$ cat src/rtl/pipe_stage_buf.sv
// pipe_stage_buf: parametrised valid/ready pipeline stage with optional 2-entry skid buffer,
// flush-keep mask and saturating stall counter.
// Ports:
//   clk        rising-edge clock
//   reset      asynchronous active-high reset
//   clr        synchronous flush (bubble insert)
//   in_valid   upstream beat valid
//   in_ready   stage can accept a beat this cycle
//   in_data    upstream payload
//   out_valid  out_data holds a valid beat
//   out_ready  downstream accepts the beat this cycle
//   out_data   payload of head entry (registered)
//   occupancy  entries held: 0, 1 or 2
//   stall_cnt  saturating count of cycles with out_valid && !out_ready
module pipe_stage_buf #(
    parameter int                DATA_W    = 32,
    parameter logic [DATA_W-1:0] KEEP_MASK = '0,
    parameter logic [DATA_W-1:0] RESET_VAL = '0,
    parameter bit                SKID      = 1'b1,
    parameter int                CNT_W     = 16
) (
    input  logic              clk,
    input  logic              reset,
    input  logic              clr,
    input  logic              in_valid,
    output logic              in_ready,
    input  logic [DATA_W-1:0] in_data,
    output logic              out_valid,
    input  logic              out_ready,
    output logic [DATA_W-1:0] out_data,
    output logic [1:0]        occupancy,
    output logic [CNT_W-1:0]  stall_cnt
);
    typedef enum logic [1:0] {EMPTY = 2'd0, HALF = 2'd1, FULL = 2'd2} state_t;
    state_t            state, state_n;
    logic [DATA_W-1:0] main_q, main_n, skid_q, skid_n;
    logic              rdy_q;
    logic              in_fire, out_fire;
    // SKID=1 keeps in_ready registered to cut the out_ready -> in_ready path.
    assign in_ready  = SKID ? rdy_q : (state == EMPTY) || out_ready;
    assign out_valid = state != EMPTY;
    assign out_data  = main_q;
    assign occupancy = state;
    assign in_fire   = in_valid && in_ready;
    assign out_fire  = out_valid && out_ready;
    always_comb begin
        state_n = state;
        main_n  = main_q;
        skid_n  = skid_q;
        if (clr) begin
            state_n = EMPTY;
            main_n  = (in_data & KEEP_MASK) | (RESET_VAL & ~KEEP_MASK);
        end else begin
            case (state)
                EMPTY: if (in_fire) begin
                    state_n = HALF;
                    main_n  = in_data;
                end
                HALF: if (in_fire && out_fire) begin
                    main_n = in_data;
                end else if (in_fire) begin
                    state_n = FULL;
                    skid_n  = in_data;
                end else if (out_fire) begin
                    state_n = EMPTY;
                end
                FULL: if (out_fire) begin
                    state_n = HALF;
                    main_n  = skid_q;
                end
                default: state_n = EMPTY;
            endcase
        end
    end
    always_ff @(posedge clk or posedge reset) begin
        if (reset) begin
            state     <= EMPTY;
            main_q    <= RESET_VAL;
            skid_q    <= '0;
            rdy_q     <= 1'b1;
            stall_cnt <= '0;
        end else begin
            state  <= state_n;
            main_q <= main_n;
            skid_q <= skid_n;
            rdy_q  <= state_n != FULL;
            if (out_valid && !out_ready && !clr && stall_cnt != '1)
                stall_cnt <= stall_cnt + 1'b1;
        end
    end
endmodule

$ cat config.mk
export PLATFORM = sky130hd
export DESIGN_NAME = pipe_stage_buf
export DESIGN_NICKNAME = d
export VERILOG_FILES = /design/src/rtl/pipe_stage_buf.sv
export SDC_FILE = /design/constraint.sdc
export NUM_CORES = 1
export LEC_CHECK = 0
export CAP_MARGIN = 10
export CORE_ASPECT_RATIO = 0.75
export CORE_UTILIZATION = 45
export DETAILED_ROUTE_END_ITERATION = 8
export GPL_ROUTABILITY_DRIVEN = 0
export HOLD_SLACK_MARGIN = 0.05
export PLACE_DENSITY_LB_ADDON = 0.3
export SYNTH_ARGS = -nofsm -noshare
export SYNTH_HDL_FRONTEND = slang
export SYNTH_SLANG_ARGS = --single-unit
$ cat constraint.sdc
create_clock -name clk -period 2.45 [get_ports clk]
set_input_delay 0.3675 -clock clk [delete_from_list [all_inputs] [get_ports clk]]
set_output_delay 0.3675 -clock clk [all_outputs]
set_load 0.05 [all_outputs]
==> results of run 1 <==
cell usage in the layout (no fill, tap or decap), types with 2 or more instances in the layout:
master,n
sky130_fd_sc_hd__clkdlybuf4s50_1,88
sky130_fd_sc_hd__dfrtp_1,82
sky130_fd_sc_hd__a211oi_1,35
sky130_fd_sc_hd__nor2_1,34
sky130_fd_sc_hd__mux2i_1,33
sky130_fd_sc_hd__mux2_2,33
sky130_fd_sc_hd__xor2_1,12
sky130_fd_sc_hd__nand2_1,10
sky130_fd_sc_hd__clkbuf_8,10
sky130_fd_sc_hd__nand3_1,7
sky130_fd_sc_hd__nor4_1,7
sky130_fd_sc_hd__bufinv_16,4
sky130_fd_sc_hd__buf_4,4
sky130_fd_sc_hd__nand4_1,3
sky130_fd_sc_hd__buf_12,3
sky130_fd_sc_hd__a21oi_1,2
sky130_fd_sc_hd__and3_1,2
sky130_fd_sc_hd__inv_1,2
sky130_fd_sc_hd__nor3_1,2
sky130_fd_sc_hd__o31ai_1,2
worst reg2reg max path: cells and delay by family, from the launching register on:
family,cells,cell delay (ns)
compound gates,2,0.67
simple gates,2,0.42
flops,1,0.47
buf+inv,1,0.30
logic make-up after synthesis:
kind of cell,Yosys count,synth area share
DFF,83,0.5529
xor gates and xnor gates,13,0.03029
AOI/OAI and AO/OA,45,0.09421
adders and majority gates,1,0.003328
and+or+nand+nor,75,0.1025
buffers and inverters,22,0.02597
muxes,67,0.1907
cell type report:
cell class / instances / share of cell area
clock buffer: 10 / 0.02726
sequential: 83 / 0.4116
multi-input combinational: 201 / 0.3150
clock inverter: 5 / 0.02478
inverter: 3 / 0.002974
timing repair buffer: 95 / 0.1923
tap: 105 / 0.02602
worst paths after layout:
path,start,to,depth (start not counted)
worst max-delay path,occupancy[1]$_DFF_PP0_,out_valid,2
worst min-delay path,reset,out_data[22]$_DFFE_PP0P_,3
worst max register to register,occupancy[0]$_DFF_PP0_,out_data[30]$_DFFE_PP0P_,5
worst min register to register,skid_q[20]$_DFFE_PP0P_,skid_q[20]$_DFFE_PP0P_,1
max in group asynchronous,reset,in_ready$_DFF_PP1_,3
min in group clk,skid_q[20]$_DFFE_PP0P_,skid_q[20]$_DFFE_PP0P_,1
routing by layer:
metal | vias to the layer above | global-route usage | share of wire
met5 | - | 0 | 0
met3 | 18 | 0.05377 | 0.048
li1 | 1287 | - | -
met2 | 82 | 0.3135 | 0.46
met4 | 0 | 0.08493 | 0.020
met1 | 1294 | 0.2523 | 0.47
state kept, by name (all words and copies together), names as in the netlist:
register	cells
in_ready	1
out_data	32
stall_cnt	16
skid_q	32
occupancy	2
cells in the mapped netlist, drive strengths merged:
library cell   n
nand2b         1
nand3          8
a211oi        35
o21ai          1
a2111oi        1
dfrtp         82
nand4          4
xor2          12
nand2         10
ha             1
clkbuf         7
mux2i         33
nor4           8
o211ai         1
and3           2
dfstp          1
nor2          34
nor2b          1
a21boi         1
and4           1
mux2          34
inv            3
or2            1
a21oi          3
xnor2          1
o22a           1
nor3           2
nand3b         1
nand4b         1
and3b          1
o31ai          2
buf           12
power by group:
part,total (W),internal [W],switching [W]
Sequential,0.00179,0.00162,0.000170
Clock,0.00127,0.000801,0.000471
Combinational,0.00103,0.000444,0.000588
per-stage QoR:
step	instance area [sq um]	hold WS, ns	utilization	cells	setup WS (ns)
floorplan	3762	0.4787	-	306	0.3541
global placement	4786	0.4855	0.5992	487	0.2939
detailed placement	4786	0.4920	0.5992	487	0.1820
CTS	5049	0.4528	0.6320	502	0.08776
global route	5049	0.4693	0.6320	502	0.01938
finish	5049	0.4438	0.6320	502	0.1023
==> impl_metrics.yaml, run 1 <==
run_status:
  outcome: "completed"
timing:
  worstMarginPinSlew_ns: 0.5713
  timing.clock.skew_ns: 0.005814
  fin_crit_sh: 0.9582
  number_of_setup_violations_in_the_final_report: 0
  final.setup.tns_ns: 0
  max_clock_freq_ghz: 0.4259
  final_max_slew_viol_count: 0
  timing_hold_violations_final: 0
  rsz0062_at_grt: "false"
  layout_min_cycle_time_ns: 2.348
  slew_headroom: 0.6163
layout:
  drive_above_1_share: 0.1637
  multi_input_area_sq_um: 1590
  filler_cell_count: 635
  layout.area.seq_sq_um: 2078
  fin_nets: 431
  final_antenna_diode_count: 0
  syn_to_final_growth_pct: 34.32
synthesis:
  synth.yosys.warnings: 0
  synthDominantCellAreaShare: 0.5459
  yosysTopAreaCell: "sky130_fd_sc_hd__dfrtp_1"
  postSynthRegisterBits: 83
  mappedNetlistNets: 344
  synthesis.area_per_instance_sq_um: 12.28
  post_synth_main_area_contributors: "sky130_fd_sc_hd__dfrtp_1 55%, sky130_fd_sc_hd__mux2_2 9.9%, sky130_fd_sc_hd__mux2i_1 8.8%"
  sequential_to_total_area_share_from_yosys_stat: 0.5529
  postSynthCellCount: 306
  synth.cell_area_sq_um: 3759
  netlist-cell-type-count: 36
critical_path:
  cpMaxStageDelayCell: "sky130_fd_sc_hd__clkdlybuf4s50_1"
  timing.critical_path.required_ns: 2.08
  path_class: "flip-flop to output pin"
  path_cells: "or2_1 > clkdlybuf4s50_1"
  timing.critical_path.fanout_max: 8
  critical-path-max-stage-delay_ns: 0.85
  r2r_slack_ns: 0.49
  timing.critical_path.max_delay_family: "buffers and inverters"
  path_buf_inv: 1
  startpoint_class: "flip-flop"
  setup_crit_end_kind: "output pin"
  cp.arrival_ns: 1.98
floorplan:
  floorplan.die.height_um: 81.15
  area_of_the_die_sq_um: 8726
  placeableCoreArea_sq_um: 7988
  io_pins: 89
  floorplan.initialDensity: 0.4706
  die-width_um: 107.5
  core.rowCount: 28
hold_path:
  hold_class: "input port to asynchronous set/reset pin"
detailed_routing:
  routed-via-count: 2681
  viasPerCell: 5.341
  drt_drc_violations_left: 0
  drt-wirelength-per-cell_um: 15.83
  drt-pass1-iter-count: 4
  drtAntennaViolNets: 0
  drt-initial-drc-count: 90
  finalWirelength_um: 7949
global_routing:
  maximum_number_of_pins_on_one_net_before_global_route_repair: 57
  grt_pass1_wl_um: 13010
  number_of_global_route_vias_before_repair: 2747
  grt_overflow_total: 0
  antenna_found_initial: 0
  groute.usage.overall: 0.1961
pwr:
  power.ir.vdd_worst_mv: 0.3546
  power_density_nw_per_um2: 811.3
  static-leakage-power_nw: 2.385
  overall_power_after_layout_w: 0.004096
clock_tree:
  ctsHtreeMaxLevel: 3
  cts.sink_count: 83
  clkLatencyLatePin_ns: 0.34
  cts_repair_resize_count: 0
  clock-root-buffer: "sky130_fd_sc_hd__clkbuf_8"
  cts.reportedPaths.clkPinSlew_ns: 0.08
  cts_tree: "done"
  tritoncts.num_buffers: 9
  cts.hold.buffers_added: 0
  ctsLongestPathBuffers: 2
  post-cts-setup-buffers: 0
place:
  numPortBuffers: 88
  post-dp-hpwl_um: 5320
job:
  max_cap_violations: 0
Note: power is estimated with default switching activity, not from simulation.
==> inputs of run 2 (changes only) <==
- TNS_END_PERCENT: default -> 10
==> results of run 2 <==
The final DEF is identical to that of run 1; final timing and power are the same.
==> inputs of run 3 (changes only) <==
- CORE_ASPECT_RATIO: 0.75 -> 0.5
==> impl_metrics.yaml, run 3 (synthesis results as in run 1) <==
clock_tree:
  cts.reportedPaths.clkPinSlew_ns: 0.06
  clock-root-buffer: "sky130_fd_sc_hd__clkbuf_16"
  tritoncts.num_buffers: 9
  ctsHtreeMaxLevel: 3
  cts_tree: "done"
  clkLatencyLatePin_ns: 0.34
  cts.sink_count: 83
  ctsLongestPathBuffers: 2
  post-cts-setup-buffers: 0
  cts.hold.buffers_added: 0
  cts_repair_resize_count: 0
detailed_routing:
  routed-via-count: 2699
  drtAntennaViolNets: 0
  viasPerCell: 5.292
  drt_drc_violations_left: 0
  drt-pass1-iter-count: 4
  drt-initial-drc-count: 87
  finalWirelength_um: 7970
  drt-wirelength-per-cell_um: 15.63
global_routing:
  groute.layer.met2.usage: 0.3551
  grt_pass1_wl_um: 13440
  grt_most_used_layer: "met2"
  number_of_global_route_vias_before_repair: 2730
  maximum_number_of_pins_on_one_net_before_global_route_repair: 45
  groute.layer.met3.usage: 0.05936
  groute.usage.overall: 0.2015
  globalRouteMet1Util: 0.2360
  grt_overflow_total: 0
  antenna_found_initial: 0
place:
  place_inst: 494
  numPortBuffers: 88
  post-dp-hpwl_um: 5691
layout:
  layout.area.seq_sq_um: 2078
  final_common_cell: "sky130_fd_sc_hd__clkdlybuf4s50_1"
  stdcell_count: 510
  filler_cell_count: 618
  final_antenna_diode_count: 0
  most-common-layout-cells: "88 x sky130_fd_sc_hd__clkdlybuf4s50_1, 82 x sky130_fd_sc_hd__dfrtp_1, 35 x sky130_fd_sc_hd__a211oi_1, 34 x sky130_fd_sc_hd__nor2_1"
  fin_nets: 431
  drive_above_1_share: 0.1608
  syn_to_final_growth_pct: 35.55
  multi_input_area_sq_um: 1585
timing:
  worstMarginPinSlew_ns: 0.5657
  final_max_slew_viol_count: 0
  slew_headroom: 0.6229
  max_clock_freq_ghz: 0.4278
  fin_crit_sh: 0.9542
  final.setup.tns_ns: 0
  timing.clock.skew_ns: 0.004772
  timing.hold.ws_ns: 0.3663
  layout_min_cycle_time_ns: 2.338
  timing_hold_violations_final: 0
  rsz0062_at_grt: "false"
  number_of_setup_violations_in_the_final_report: 0
critical_path:
  startpoint_class: "flip-flop"
  setup_crit_end_kind: "output pin"
  timing.critical_path.fanout_max: 8
  path_class: "flip-flop to output pin"
  cp.arrival_ns: 1.97
  timing.critical_path.required_ns: 2.08
  timing.critical_path.max_delay_family: "buffers and inverters"
  path_buf_inv: 1
  cpMaxStageDelayCell: "sky130_fd_sc_hd__clkdlybuf4s50_1"
  path_cells: "or2_1 > clkdlybuf4s50_1"
  critical-path-max-stage-delay_ns: 0.86
pwr:
  combPwrFrac: 0.246
  static-leakage-power_nw: 2.407
  p_switching_w: 0.001272
  pwr-share-seq: 0.428
  power.ir.vdd_worst_mv: 0.3856
  overall_power_after_layout_w: 0.004179
  power.share.clock: 0.326
  cellInternalPower_w: 0.002908
  swShare: 0.3043
  power_density_nw_per_um2: 820.3
job:
  max_cap_violations: 0
floorplan:
  floorplan.die.height_um: 66.63
  placeableCoreArea_sq_um: 8058
  die-width_um: 131.2
  floorplan.initialDensity: 0.4665
  io_pins: 89
  core.rowCount: 23
  area_of_the_die_sq_um: 8744
run_status:
  outcome: "completed"
hold_path:
  hold_class: "input port to asynchronous set/reset pin"
[run 3: cell count changes in the layout (fill, tap and decap cells not counted)]
cell	change
sky130_fd_sc_hd__clkinv_2	+1
sky130_fd_sc_hd__clkbuf_8	-8
sky130_fd_sc_hd__clkinv_4	+1
sky130_fd_sc_hd__nand3_1	+1
sky130_fd_sc_hd__bufinv_16	-3
sky130_fd_sc_hd__clkbuf_16	+9
sky130_fd_sc_hd__nand3_2	-1
sky130_fd_sc_hd__clkbuf_1	+1
[run 3: layout make-up]
| cell class | instances | area share |
|---|---|---|
| Multi-Input combinational cell | 201 | 0.3111 |
| Clock inverter | 4 | 0.009578 |
| Inverter | 3 | 0.002947 |
| Timing Repair Buffer | 95 | 0.1906 |
| Tap cell | 112 | 0.02750 |
| Clock buffer | 12 | 0.05034 |
| Sequential cell | 83 | 0.4079 |
[run 3: worst paths after layout]
path,start,end,slack [ns],depth (start not counted)
worst max-delay path,occupancy[1]$_DFF_PP0_,out_valid,0.11,2
worst min-delay path,reset,stall_cnt[9]$_DFFE_PP0P_,0.37,2
worst max register to register,stall_cnt[1]$_DFFE_PP0P_,stall_cnt[1]$_DFFE_PP0P_,0.56,5
worst min register to register,skid_q[16]$_DFFE_PP0P_,skid_q[16]$_DFFE_PP0P_,0.50,1
max in group asynchronous,reset,in_ready$_DFF_PP1_,1.41,3
min in group clk,skid_q[16]$_DFFE_PP0P_,skid_q[16]$_DFFE_PP0P_,0.50,1
[run 3: through the flow]
step	area (sq um)	utilization	setup WS, ns
detailed placement	4790	0.5944	0.1764
floorplan	3762	-	0.3541
global placement	4790	0.5944	0.2916
finish	5095	0.6323	0.1123
global route	5095	0.6323	0.04640
CTS	5095	0.6323	0.1111
[run 3: power groups by stage]
| stage | sequential (W) | clock (W) | combinational (W) |
|---|---|---|---|
| 2_1_floorplan | 0.00210 | 0 | 0.000386 |
| 3_3_place_gp | 0.00179 | 0 | 0.00101 |
| 3_5_place_dp | 0.00181 | 0 | 0.00104 |
| 4_1_cts | 0.00179 | 0.00139 | 0.00104 |
| 5_1_grt | 0.00182 | 0.00144 | 0.00110 |
| 6_report | 0.00179 | 0.00136 | 0.00103 |
[run 3: worst reg2reg max path, stage by stage (launching register included)]
cell,delay [ns]
sky130_fd_sc_hd__dfrtp_1,0.44
sky130_fd_sc_hd__ha_1,0.26
sky130_fd_sc_hd__nand2_1,0.12
sky130_fd_sc_hd__nor4_4,0.49
sky130_fd_sc_hd__a21oi_2,0.15
sky130_fd_sc_hd__mux2_4,0.32
[run 3: layer usage]
metal,routed length [um],part of all wire
met5,0,0
met4,114,0.014
met2,4026,0.51
met1,3490,0.44
met3,338,0.042
